==> src/rtl/ccff_bitstream_loader.sv <==
// ccff_bitstream_loader: serialises configuration bytes MSB-first into a ccff_head/ccff_tail chain
//
// Initiator for the fabric configuration chain. Accepts bytes over a valid/ready stream,
// shifts them out one bit per prog_clk on ccff_head, and raises ccff_shift_en on exactly
// CHAIN_LEN cycles per load. Every output comes straight from a flop.
//
// Optional build macro CCFF_READBACK_EN: the old chain contents that emerge on ccff_tail are
// packed into bytes on rb_data/rb_valid. A byte that is still waiting for its consumer
// stalls the shift that would complete the next byte. When the macro is undefined,
// rb_data/rb_valid are tied to 0 and ccff_tail is ignored.
//
// Ports:
//   prog_clk      configuration clock; all state changes on the rising edge
//   prog_rst_n    asynchronous active-low reset; abandons any load in progress
//   start         one-cycle pulse that begins a load; ignored unless idle
//   cfg_data      configuration byte; bit 7 is shifted first
//   cfg_valid     cfg_data is valid
//   cfg_ready     loader takes a byte this cycle
//   ccff_head     serial bit into the fabric chain
//   ccff_shift_en chain advances on a prog_clk edge only while this is 1
//   ccff_tail     serial bit out of the fabric chain
//   rb_data       readback byte; the first bit to emerge is in bit 7
//   rb_valid      rb_data is valid
//   rb_ready      readback consumer accepts the byte
//   busy          a load is in progress
//   done          one-cycle pulse when a load completes
//   bit_count     bits shifted so far in the current load
module ccff_bitstream_loader #(
    parameter int CHAIN_LEN = 64,
    parameter int CNT_W     = $clog2(CHAIN_LEN + 1)
) (
    input  logic             prog_clk,
    input  logic             prog_rst_n,
    input  logic             start,
    input  logic [7:0]       cfg_data,
    input  logic             cfg_valid,
    output logic             cfg_ready,
    output logic             ccff_head,
    output logic             ccff_shift_en,
    input  logic             ccff_tail,
    output logic [7:0]       rb_data,
    output logic             rb_valid,
    input  logic             rb_ready,
    output logic             busy,
    output logic             done,
    output logic [CNT_W-1:0] bit_count
);
    localparam logic [2:0] IDLE      = 3'd0;
    localparam logic [2:0] WAIT_BYTE = 3'd1;
    localparam logic [2:0] SHIFT     = 3'd2;
    localparam logic [2:0] DRAIN     = 3'd3;
    localparam logic [2:0] DONE      = 3'd4;
    localparam logic [CNT_W-1:0] LAST = CNT_W'(CHAIN_LEN - 1);

    logic [2:0]       state, state_nxt;
    logic [7:0]       sreg, sreg_nxt;
    logic [2:0]       bit_idx, bit_idx_nxt;
    logic [CNT_W-1:0] count_nxt;
    logic             head_nxt, shifting, last_bit, byte_end, stall;

    // A shift happens at the coming edge only in SHIFT with the enable already raised.
    assign shifting = state == SHIFT && ccff_shift_en;
    assign last_bit = bit_count == LAST;
    assign byte_end = bit_idx == 3'd7;

    always_comb begin
        state_nxt   = state;
        sreg_nxt    = sreg;
        bit_idx_nxt = bit_idx;
        count_nxt   = bit_count;
        head_nxt    = 1'b0;
        case (state)
            IDLE: if (start) begin
                state_nxt = WAIT_BYTE;
                count_nxt = '0;
            end
            WAIT_BYTE: if (cfg_valid && cfg_ready) begin
                state_nxt   = SHIFT;
                sreg_nxt    = {cfg_data[6:0], 1'b0};
                head_nxt    = cfg_data[7];
                bit_idx_nxt = '0;
            end
            SHIFT: if (shifting) begin
                count_nxt   = bit_count + 1'b1;
                bit_idx_nxt = bit_idx + 1'b1;
                state_nxt   = last_bit ? DRAIN : byte_end ? WAIT_BYTE : SHIFT;
                head_nxt    = sreg[7];
                sreg_nxt    = {sreg[6:0], 1'b0};
            end else begin
                head_nxt = ccff_head;
            end
            // A byte handed over at this edge no longer holds up completion.
            DRAIN: if (!rb_valid || rb_ready) state_nxt = DONE;
            DONE: state_nxt = IDLE;
            default: state_nxt = IDLE;
        endcase
    end

    always_ff @(posedge prog_clk or negedge prog_rst_n) begin
        if (!prog_rst_n) begin
            state         <= IDLE;
            sreg          <= '0;
            bit_idx       <= '0;
            bit_count     <= '0;
            cfg_ready     <= 1'b0;
            ccff_head     <= 1'b0;
            ccff_shift_en <= 1'b0;
            busy          <= 1'b0;
            done          <= 1'b0;
        end else begin
            state         <= state_nxt;
            sreg          <= sreg_nxt;
            bit_idx       <= bit_idx_nxt;
            bit_count     <= count_nxt;
            cfg_ready     <= state_nxt == WAIT_BYTE;
            ccff_head     <= head_nxt;
            ccff_shift_en <= state_nxt == SHIFT && !stall;
            busy          <= state_nxt != IDLE;
            done          <= state_nxt == DONE;
        end
    end

`ifdef CCFF_READBACK_EN
    logic [7:0] rb_sreg, rb_word;
    logic       rb_load, rb_valid_nxt;

    assign rb_word      = {rb_sreg[6:0], ccff_tail};
    assign rb_load      = shifting && (byte_end || last_bit);
    assign rb_valid_nxt = rb_load || (rb_valid && !rb_ready);
    // Hold off the shift that would complete a byte while the previous one is still unread.
    assign stall        = rb_valid_nxt && (bit_idx_nxt == 3'd7 || count_nxt == LAST);

    always_ff @(posedge prog_clk or negedge prog_rst_n) begin
        if (!prog_rst_n) begin
            rb_sreg  <= '0;
            rb_data  <= '0;
            rb_valid <= 1'b0;
        end else begin
            rb_valid <= rb_valid_nxt;
            if (rb_load) begin
                rb_sreg <= '0;
                // rb_sreg is cleared per byte, so a short final byte left-justifies with zero fill.
                rb_data <= rb_word << (3'd7 - bit_idx);
            end else if (shifting) begin
                rb_sreg <= rb_word;
            end
        end
    end
`else
    logic unused_rb;

    assign unused_rb = ccff_tail ^ rb_ready;
    assign stall     = 1'b0;
    assign rb_data   = '0;
    assign rb_valid  = 1'b0;
`endif
endmodule
==> config.mk <==
export PLATFORM = sky130hd
export DESIGN_NAME = ccff_bitstream_loader
export DESIGN_NICKNAME = d
export VERILOG_FILES = /design/src/rtl/ccff_bitstream_loader.sv
export SDC_FILE = /design/constraint.sdc
export NUM_CORES = 1
export LEC_CHECK = 0
export BUFFER_PORTS_ARGS = -buffer_cell sky130_fd_sc_hd__buf_2
export CAP_MARGIN = 20
export CORE_ASPECT_RATIO = 1.4
export CORE_UTILIZATION = 46
export DETAILED_ROUTE_END_ITERATION = 8
export PLACE_DENSITY = 0.78
export SYNTH_ARGS = -nofsm -noshare
export SYNTH_HDL_FRONTEND = slang
export SYNTH_SLANG_ARGS = --single-unit
==> constraint.sdc <==
create_clock -name prog_clk -period 1.55 [get_ports prog_clk]
set_clock_uncertainty 0.2 [all_clocks]
set_input_delay 0.155 -clock prog_clk [delete_from_list [all_inputs] [get_ports prog_clk]]
set_output_delay 0.155 -clock prog_clk [all_outputs]
set_load 0.01 [all_outputs]
==> impl_metrics.py, run 1 <==
metrics = {
    "yosys": {
        "synth_edf_count": 0,
        "synthTopCellsByCount": "25 x dfrtp_1, 15 x nor2_1, 11 x buf_4",
        "yosysTopAreaCell": "dfrtp_1",
        "synth_warnings": 0,
        "syn_avg_cell_area_um2": 10.4,
        "synth_cell_types": 35,
        "ys.flop_type": "dfrtp_1",
        "seq_area_frac_synth_pct": 47.7,
        "netlist_area_um2": 1310,
        "synth_area_leaders": "dfrtp_1 48%, buf_4 6.3%, a21oi_2 4.7%",
        "ys_async_sr_fraction_pct": 100,
        "synth.most_common_cell": "dfrtp_1",
        "syn_inst": 126,
        "yosysTopAreaCellShare_pct": 47.7,
        "ys_ff_latch": 25,
    },
    "clocking": {
        "cts_root_buffer": "clkbuf_4",
        "clockBufferDepth": 2,
        "cts.sinks": 25,
        "clock_latency_ns": 0.32,
        "cts_tree": "built",
        "cts_made_buffers": 3,
        "cts.reportedPaths.clkPinSlew_ns": 0.15,
        "htreeDepth": 1,
    },
    "global_route": {
        "antenna_found_initial": 0,
        "grt.total_usage_pct": 20.6,
        "grt_pass1_vias": 1108,
        "grt_max_degree": 26,
        "grt.overflow.total": 0,
        "grt_pass1_wl_um": 4570,
    },
    "routing": {
        "first_pass_iters": 4,
        "viasPerCell": 5.00,
        "met1_length_um": 1120,
        "ant_nets": 0,
        "vias": 1069,
        "finalWirelength_um": 2740,
        "wl_met3_um": 64,
        "post-route-drc-count": 0,
        "highest_layer": "met4",
        "wl_met2_um": 1500,
        "wl_per_cell_um": 12.8,
        "drt-initial-drc-count": 16,
    },
    "floorplan": {
        "core-area_um2": 2670,
        "start_util_pct": 49.2,
        "die_area_um2": 3070,
        "num_io_pins": 35,
        "die_y_um": 65.2,
        "chipWidth_um": 47.1,
        "row_count": 22,
    },
    "power": {
        "switching_share_pct": 37.1,
        "p_leak_nw": 0.844,
        "seq_power_share_pct": 41.8,
        "switchingPower_w": 0.000921,
        "clkPwrFrac_pct": 11.9,
        "power.density_nw_per_um2": 1400,
        "internal_power_w": 0.00156,
        "combPwrFrac_pct": 46.3,
        "peakVddDrop_v": 0.000935,
    },
    "setup_path": {
        "worstSetupEndpointType": "flop",
        "worstPathArrival_ns": 1.63,
        "crit_type": "flop to flop",
        "crit_fanout": 3,
        "start_kind": "flop",
        "rr_startpoint": "bit_count[1]",
        "crit_start": "bit_count[1]",
        "worst_ep_required_time_ns": 1.62,
    },
    "timing": {
        "fmax_ghz": 0.642,
        "fin_crit_sh_pct": 100,
        "hold_viol_final": 0,
        "finalMaxSlewViolations": 0,
        "fin_crit_ns": 1.56,
        "maxSlewHeadroom_pct": 64.1,
        "grt_setup_unrepaired": "true",
        "worst_slew_pin_slew_ns": 0.538,
        "setup_violations": 1,
        "fin_ws_ns": -0.00766,
    },
    "place": {
        "dp_cells": 195,
        "port_buffers": 23,
        "gp_congestion": 0.814,
        "dp_hpwl_um": 1930,
        "preCtsSetupSlack_ns": -0.0568,
    },
    "status": {
        "outcome": "finished, violations left",
        "violations": "negative setup slack",
    },
    "cells_and_area": {
        "drive_gt1_share_pct": 39.3,
        "regArea_um2": 627,
        "multi_input_area_um2": 658,
        "nets": 196,
        "areaGrowthSynthToFinish_pct": 35.3,
        "n_antenna_cell": 0,
        "stdcell_count": 214,
        "fillers": 218,
    },
    "worst_hold_path": {
        "hold_class": "primary input to async pin",
    },
    "job": {
        "max_cap_violations": 0,
    },
}
power groups by stage:
stage | registers [W] | clock network [W] | logic [W]
floorplan | 0.00101 | 0 | 0.000674
global placement | 0.00102 | 0 | 0.000946
detailed placement | 0.00103 | 0 | 0.00100
CTS | 0.00102 | 0.000305 | 0.00104
global route | 0.00108 | 0.000337 | 0.00127
finish | 0.00104 | 0.000296 | 0.00115
cell type report:
type / count / area share, %
inverter: 3 / 0.775
tap: 36 / 2.54
multi-input combinational: 92 / 37.1
timing repair buffer: 54 / 22.6
clock buffer: 3 / 1.27
clock inverter: 1 / 0.423
sequential: 25 / 35.3
flip-flops by register name, summed over array words and instances, names as in the netlist:
register,count
ccff_head,1
state,3
sreg,7
done,1
bit_count,7
cfg_ready,1
busy,1
ccff_shift_en,1
bit_idx,3
kinds of logic after synthesis:
family | Yosys count | synth area share, %
buffers and inverters | 17 | 9.44
flip-flops | 25 | 47.7
other | 1 | 0.286
XOR/XNOR | 4 | 2.67
AND/OR/NAND/NOR | 44 | 19.2
AO/OA/AOI/OAI | 26 | 13.3
adder cells (fa/ha/maj) | 3 | 2.86
multiplexers | 6 | 4.58
per-layer routing:
layer | vias up | GRT usage [%]
met1 | 520 | 24.9
met5 | - | 0
met2 | 21 | 34.5
li1 | 522 | -
met4 | 0 | 9.64
met3 | 6 | 3.02
cell usage in the layout (no fill, tap or decap), types with 3 or more instances in the layout:
cell type      instances
o21ai_1                3
clkbuf_4               3
buf_2                 23
dlygate4sd3_1         10
xor2_1                 4
a21oi_2                8
o21ai_0                4
conb_1                 9
buf_4                 18
a21oi_1                4
nor2_1                13
nand2_1                9
dfrtp_1               24
mux2i_1                4
through the flow:
step	instance area [um^2]	util [%]	power (W)	hold slack, ns	setup TNS, ns
after floorplan	1350	-	0.00168	-0.341	0
after global placement	1550	58.0	0.00196	-0.0328	-0.0119
after detailed placement	1550	58.0	0.00203	-0.0264	-0.388
after CTS	1700	63.7	0.00236	0.0851	-0.00158
after global routing	1780	66.5	0.00268	0.170	-0.493
final	1780	66.5	0.00248	0.127	-0.00766
worst paths after layout:
check	to	slack (ns)	cells past startpoint
hold / removal	bit_idx[0]	0.13	2
hold reg to reg	bit_idx[0]	0.33	1
max in group asynchronous	state[1]	0.64	2
setup / recovery	cfg_ready	-0.008	5
setup reg to reg	cfg_ready	-0.008	5
min in group prog_clk	sreg[1]	0.18	6
critical path, cell delays in order (launching register included):
cell and delay [ns]:
dfrtp_1 0.41, ha_2 0.20, and4_4 0.20, and3b_1 0.18, o21ai_1 0.15, o211a_1 0.18
timing repair:
action	in CTS	in global routing
endpoints found under the hold margin	35	0
hold buffers	10	0
endpoints found under the setup margin	14	16
gates resized for setup	5	11
pin swaps	1	4
setup buffers	1	4
Note: power is estimated with default switching activity, not from simulation.
==> run 2: changes to the inputs <==
--- a/config.mk
+++ b/config.mk
@@ -8,9 +8,10 @@
 export BUFFER_PORTS_ARGS = -buffer_cell sky130_fd_sc_hd__buf_2
 export CAP_MARGIN = 20
 export CORE_ASPECT_RATIO = 1.4
-export CORE_UTILIZATION = 46
+export CORE_UTILIZATION = 50
 export DETAILED_ROUTE_END_ITERATION = 8
-export PLACE_DENSITY = 0.78
+export PLACE_DENSITY = 0.8
+export RECOVER_POWER = 50
 export SYNTH_ARGS = -nofsm -noshare
 export SYNTH_HDL_FRONTEND = slang
 export SYNTH_SLANG_ARGS = --single-unit
==> constraint.sdc (replaced) <==
create_clock -name prog_clk -period 1.7 [get_ports prog_clk]
set_clock_uncertainty 0.2 [all_clocks]
set_input_delay 0.17 -clock prog_clk [delete_from_list [all_inputs] [get_ports prog_clk]]
set_output_delay 0.17 -clock prog_clk [all_outputs]
set_load 0.01 [all_outputs]
==> run 2 against run 1 <==
Effect of this change: first-iteration DRC count rose by 19%; total power shrank 15%; highest routed layer unchanged; utilization up 1.1 points; critical path depth is 1 higher; the run now ends clean; via count fell by 1.0%; final cell count down 5.6%; sequential share of layout area increased by 2.7 points; wire length shrank 5.4%; global-route usage is 0.095 points lower; worst hold slack better by 0.035 ns.
==> impl_metrics.py, run 2 (synthesized netlist as in run 1, its figures left out) <==
metrics = {
    "routing": {
        "ant_nets": 0,
        "post-route-drc-count": 0,
        "wl_met2_um": 1340,
        "vias": 1058,
        "finalWirelength_um": 2590,
        "drt-initial-drc-count": 19,
        "highest_layer": "met4",
        "viasPerCell": 5.24,
        "wl_met3_um": 71,
        "wl_per_cell_um": 12.8,
        "first_pass_iters": 4,
        "met1_length_um": 1110,
    },
    "global_route": {
        "grt.total_usage_pct": 20.5,
        "grt.overflow.total": 0,
        "grt_pass1_vias": 1003,
        "grt_max_degree": 26,
        "grt_pass1_wl_um": 4370,
        "antenna_found_initial": 0,
    },
    "timing": {
        "setup_violations": 0,
        "maxSlewHeadroom_pct": 60.3,
        "fin_hold_ws_ns": 0.162,
        "worst_slew_pin_slew_ns": 0.595,
        "hold_viol_final": 0,
        "fin_crit_sh_pct": 97.1,
        "finalMaxSlewViolations": 0,
        "grt_setup_unrepaired": "true",
        "fin_ws_ns": 0.0493,
        "fmax_ghz": 0.606,
        "fin_crit_ns": 1.65,
    },
    "floorplan": {
        "die_area_um2": 2840,
        "row_count": 21,
        "num_io_pins": 35,
        "die_y_um": 62.6,
        "start_util_pct": 53.7,
        "core-area_um2": 2440,
        "chipWidth_um": 45.3,
    },
    "place": {
        "port_buffers": 23,
        "placed_cell_area_um2": 1500,
        "preCtsSetupSlack_ns": 0.00215,
        "dp_hpwl_um": 1810,
        "dp_cells": 186,
        "gp_congestion": 0.809,
    },
    "worst_hold_path": {
        "hold_class": "primary input to async pin",
    },
    "setup_path": {
        "worst_ep_required_time_ns": 1.77,
        "start_kind": "flop",
        "slowest_stage": "dfrtp_1",
        "crit_fanout": 6,
        "worstPathArrival_ns": 1.72,
        "worstSetupEndpointType": "flop",
        "crit_type": "flop to flop",
        "cp_slowest_stage_delay_ns": 0.50,
        "crit_chain": "buf_12 > nand3_1 > nor3_1 > buf_4 > a22oi_1 > a21oi_1",
    },
    "clocking": {
        "cts_tree": "built",
        "clock_latency_ns": 0.32,
        "clockBufferDepth": 2,
        "cts.sinks": 25,
        "cts_root_buffer": "clkbuf_4",
        "cts.reportedPaths.clkPinSlew_ns": 0.15,
        "htreeDepth": 1,
        "cts_made_buffers": 3,
    },
    "cells_and_area": {
        "stdcell_area_um2": 1650,
        "drive_gt1_share_pct": 30.4,
        "areaGrowthSynthToFinish_pct": 25.9,
        "reg_top3": "bit_count (7), sreg (7)",
        "stdcell_count": 202,
        "n_antenna_cell": 0,
        "mostFrequentLayoutCell": "dfrtp_1",
        "fillers": 207,
        "mostFrequentLayoutCells": "23 x dfrtp_1, 20 x buf_2, 15 x nor2_1",
        "nets": 186,
    },
    "power": {
        "switching_share_pct": 37.3,
        "total_power_w": 0.00210,
        "internal_power_w": 0.00132,
        "seq_power_share_pct": 45.9,
        "clkPwrFrac_pct": 12.9,
        "combPwrFrac_pct": 41.2,
        "power.density_nw_per_um2": 1270,
        "switchingPower_w": 0.000782,
        "peakVddDrop_v": 0.000774,
        "p_leak_nw": 0.776,
    },
    "status": {
        "outcome": "complete, no violations",
    },
    "job": {
        "max_cap_violations": 0,
    },
}
-- run 2: cell types whose count changed in the layout (fill, tap and decap cells not counted), moves of 2 or more --
| cell | before | now |
|---|---|---|
| nor2_2 | 2 | 0 |
| buf_2 | 23 | 20 |
| nor2_1 | 13 | 15 |
| o21ai_1 | 3 | 1 |
| o21ai_0 | 4 | 6 |
| mux2i_1 | 4 | 6 |
| clkbuf_1 | 0 | 2 |
| mux2i_4 | 2 | 0 |
| buf_4 | 18 | 8 |
-- run 2: metal layers --
layer | up-vias | track usage, %
li1 | 503 | -
met4 | 0 | 9.47
met3 | 11 | 1.73
met5 | - | 0
met2 | 32 | 33.7
met1 | 512 | 26.4
-- run 2: layout make-up --
cell class | count | area, um^2 | area share [%]
multi-input combinational | 92 | 606 | 36.6
inverter | 3 | 13.8 | 0.833
clock inverter | 1 | 7.51 | 0.454
clock buffer | 3 | 22.5 | 1.36
tap | 34 | 42.5 | 2.57
sequential | 25 | 628 | 38.0
timing repair buffer | 44 | 333 | 20.1
-- run 2: worst max-delay path, delay by kind of cell, from the launching register on --
family	cells	cell delay, ns
AND/OR/NAND/NOR	2	0.36
AO/OA/AOI/OAI	2	0.19
flip-flops	1	0.50
buffers and inverters	2	0.34
-- run 2: worst paths after layout --
kind	slack, ns	startpoint	depth (start not counted)	end
worst max-delay path	0.05	state[0]	6	ccff_head
worst min-delay path	0.16	prog_rst_n	2	cfg_ready
worst max register to register	0.05	state[0]	6	ccff_head
worst min register to register	0.29	bit_idx[0]	1	bit_idx[0]
max in group asynchronous	0.72	prog_rst_n	2	state[2]
min in group prog_clk	0.16	cfg_valid	4	state[0]
-- run 2: timing repair --
action                     in CTS  in global routing
setup endpoints to repair       1                  9
buffers inserted                0                  2
resized for setup               1                  6
pin swaps                       0                  1
hold buffers                   10                  0
hold endpoints to repair       35                  0
-- run 2: stage by stage --
step / util [%] / setup TNS (ns)
floorplan: - / 0
global route: 67.6 / -0.0127
finish: 67.6 / 0
detailed placement: 61.2 / 0
CTS: 66.5 / 0
global placement: 61.2 / 0
-- run 2: power by group through the flow --
stage | combinational [W] | sequential (W) | clock [W]
global route | 0.000955 | 0.000997 | 0.000294
global placement | 0.000787 | 0.000950 | 0
floorplan | 0.000595 | 0.000918 | 0
finish | 0.000865 | 0.000963 | 0.000271
detailed placement | 0.000835 | 0.000966 | 0
CTS | 0.000855 | 0.000956 | 0.000279
==> run 3: changes to the inputs <==
--- a/config.mk
+++ b/config.mk
@@ -8,9 +8,9 @@
 export BUFFER_PORTS_ARGS = -buffer_cell sky130_fd_sc_hd__buf_2
 export CAP_MARGIN = 20
 export CORE_ASPECT_RATIO = 1.4
-export CORE_UTILIZATION = 50
+export CORE_UTILIZATION = 51
 export DETAILED_ROUTE_END_ITERATION = 8
-export PLACE_DENSITY = 0.8
+export PLACE_DENSITY = 0.82
 export RECOVER_POWER = 50
 export SYNTH_ARGS = -nofsm -noshare
 export SYNTH_HDL_FRONTEND = slang
==> run 3 against run 2 <==
Effect of this change: via count decreased by 0.66%; worst setup slack got worse by 0.021 ns; first-iteration DRC count increased by 79%; critical path depth decreased by 1; final cell count unchanged; cell area decreased by 1.4%; sequential share of layout area increased by 0.55 points; wire length decreased by 0.12%; clock-buffer cell count increased by 1; combinational power decreased by 0.5%; global-route usage decreased by 1.9 points; critical path type unchanged; largest cell class unchanged.
==> impl_metrics.py, run 3 (synthesized netlist as in run 1, its figures left out) <==
metrics = {
    "clocking": {
        "htreeDepth": 1,
        "clockBufferDepth": 2,
        "clock_latency_ns": 0.31,
        "cts.sinks": 25,
        "cts_tree": "built",
        "cts_root_buffer": "clkbuf_4",
        "cts.reportedPaths.clkPinSlew_ns": 0.13,
        "cts_made_buffers": 3,
    },
    "place": {
        "dp_cells": 187,
        "gp_congestion": 0.830,
        "port_buffers": 23,
        "dp_hpwl_um": 1830,
        "preCtsSetupSlack_ns": 0.0287,
    },
    "global_route": {
        "grt.total_usage_pct": 18.7,
        "antenna_found_initial": 0,
        "grt.overflow.total": 0,
        "grt_pass1_vias": 883,
        "grt_pass1_wl_um": 3710,
        "grt_max_degree": 26,
    },
    "floorplan": {
        "start_util_pct": 54.3,
        "die_y_um": 62.0,
        "core-area_um2": 2420,
        "row_count": 21,
        "num_io_pins": 35,
        "die_area_um2": 2780,
        "chipWidth_um": 44.9,
    },
    "timing": {
        "finalMaxSlewViolations": 0,
        "setup_violations": 0,
        "maxSlewHeadroom_pct": 59.1,
        "fin_hold_ws_ns": 0.139,
        "fin_crit_sh_pct": 98.3,
        "worst_slew_pin_slew_ns": 0.613,
        "fmax_ghz": 0.598,
        "hold_viol_final": 0,
        "fin_crit_ns": 1.67,
        "fin_ws_ns": 0.0282,
        "tns_ns": 0,
    },
    "cells_and_area": {
        "drive_gt1_share_pct": 28.6,
        "areaGrowthSynthToFinish_pct": 24.1,
        "multi_input_area_um2": 599,
        "mostFrequentLayoutCells": "23 x dfrtp_1, 19 x buf_2, 15 x nor2_1",
        "fillers": 200,
        "regArea_um2": 628,
        "nets": 186,
        "reg_top3": "bit_count (7), sreg (7)",
        "n_antenna_cell": 0,
        "mostFrequentLayoutCell": "dfrtp_1",
        "post-route-util_pct": 67.4,
        "stdcell_count": 202,
    },
    "power": {
        "power.density_nw_per_um2": 1270,
        "peakVddDrop_v": 0.000698,
        "p_leak_nw": 0.767,
    },
    "setup_path": {
        "start_kind": "flop",
        "crit_fanout": 4,
        "crit_type": "flop to flop",
        "worst_ep_required_time_ns": 1.76,
        "rr_worst_depth": 5,
        "worstSetupEndpointType": "flop",
        "worstPathArrival_ns": 1.73,
    },
    "routing": {
        "finalWirelength_um": 2590,
        "wl_per_cell_um": 12.8,
        "ant_nets": 0,
        "drt-initial-drc-count": 34,
        "first_pass_iters": 4,
        "vias": 1051,
        "post-route-drc-count": 0,
        "viasPerCell": 5.20,
    },
    "worst_hold_path": {
        "hold_depth": 4,
        "hold_class": "primary input to flop",
    },
    "job": {
        "max_cap_violations": 0,
    },
    "status": {
        "outcome": "complete, no violations",
    },
}
## run 3: where the power goes
group          switching, W  leakage (nW)  internal, W  total (W)
logic              0.000447         0.437     0.000413   0.000861
registers          0.000151         0.315     0.000791   0.000942
clock network      0.000170        0.0150    0.0000917   0.000262
## run 3: what timing repair did
action | in CTS | in global routing
endpoints found under the hold margin | 35 | 0
endpoints found under the setup margin | 0 | 9
hold buffers | 10 | 0
resized for setup | 0 | 6
setup buffers | 0 | 1
## run 3: path summary, 6_finish.rpt
check	start	endpoint	slack, ns
setup / recovery	bit_count[0]	ccff_shift_en	0.03
hold / removal	cfg_valid	state[0]	0.14
setup reg to reg	bit_count[0]	ccff_shift_en	0.03
hold reg to reg	bit_idx[0]	bit_idx[0]	0.30
max in group asynchronous	prog_rst_n	state[1]	0.69
min in group asynchronous	prog_rst_n	bit_count[6]	0.18
## run 3: stage by stage
stage | total power [W] | instance area [um^2]
final | 0.00206 | 1630
after detailed placement | 0.00179 | 1490
after CTS | 0.00206 | 1620
after global routing | 0.00220 | 1630
after floorplan | 0.00151 | 1340
after global placement | 0.00172 | 1490
## run 3: routing by layer
metal	track usage, %	share of wire (%)	wire length [um]
met1	21.8	41	1070
met2	34.7	53	1380
met3	1.73	3.5	91
met4	7.79	1.5	40
met5	0	0	0
## run 3: cell type report
cell class / instances / area share [%]
Multi-Input combinational cell: 92 / 36.8
Clock buffer: 4 / 1.61
Sequential cell: 25 / 38.6
Timing Repair Buffer: 44 / 19.6
Inverter: 3 / 0.845
Tap cell: 34 / 2.61
## run 3: critical path, stage by stage (launching register included)
cell and delay (ns):
dfrtp_1 0.41, ha_1 0.24, and4_4 0.22, and3b_1 0.19
o21ai_1 0.20, o21a_1 0.15
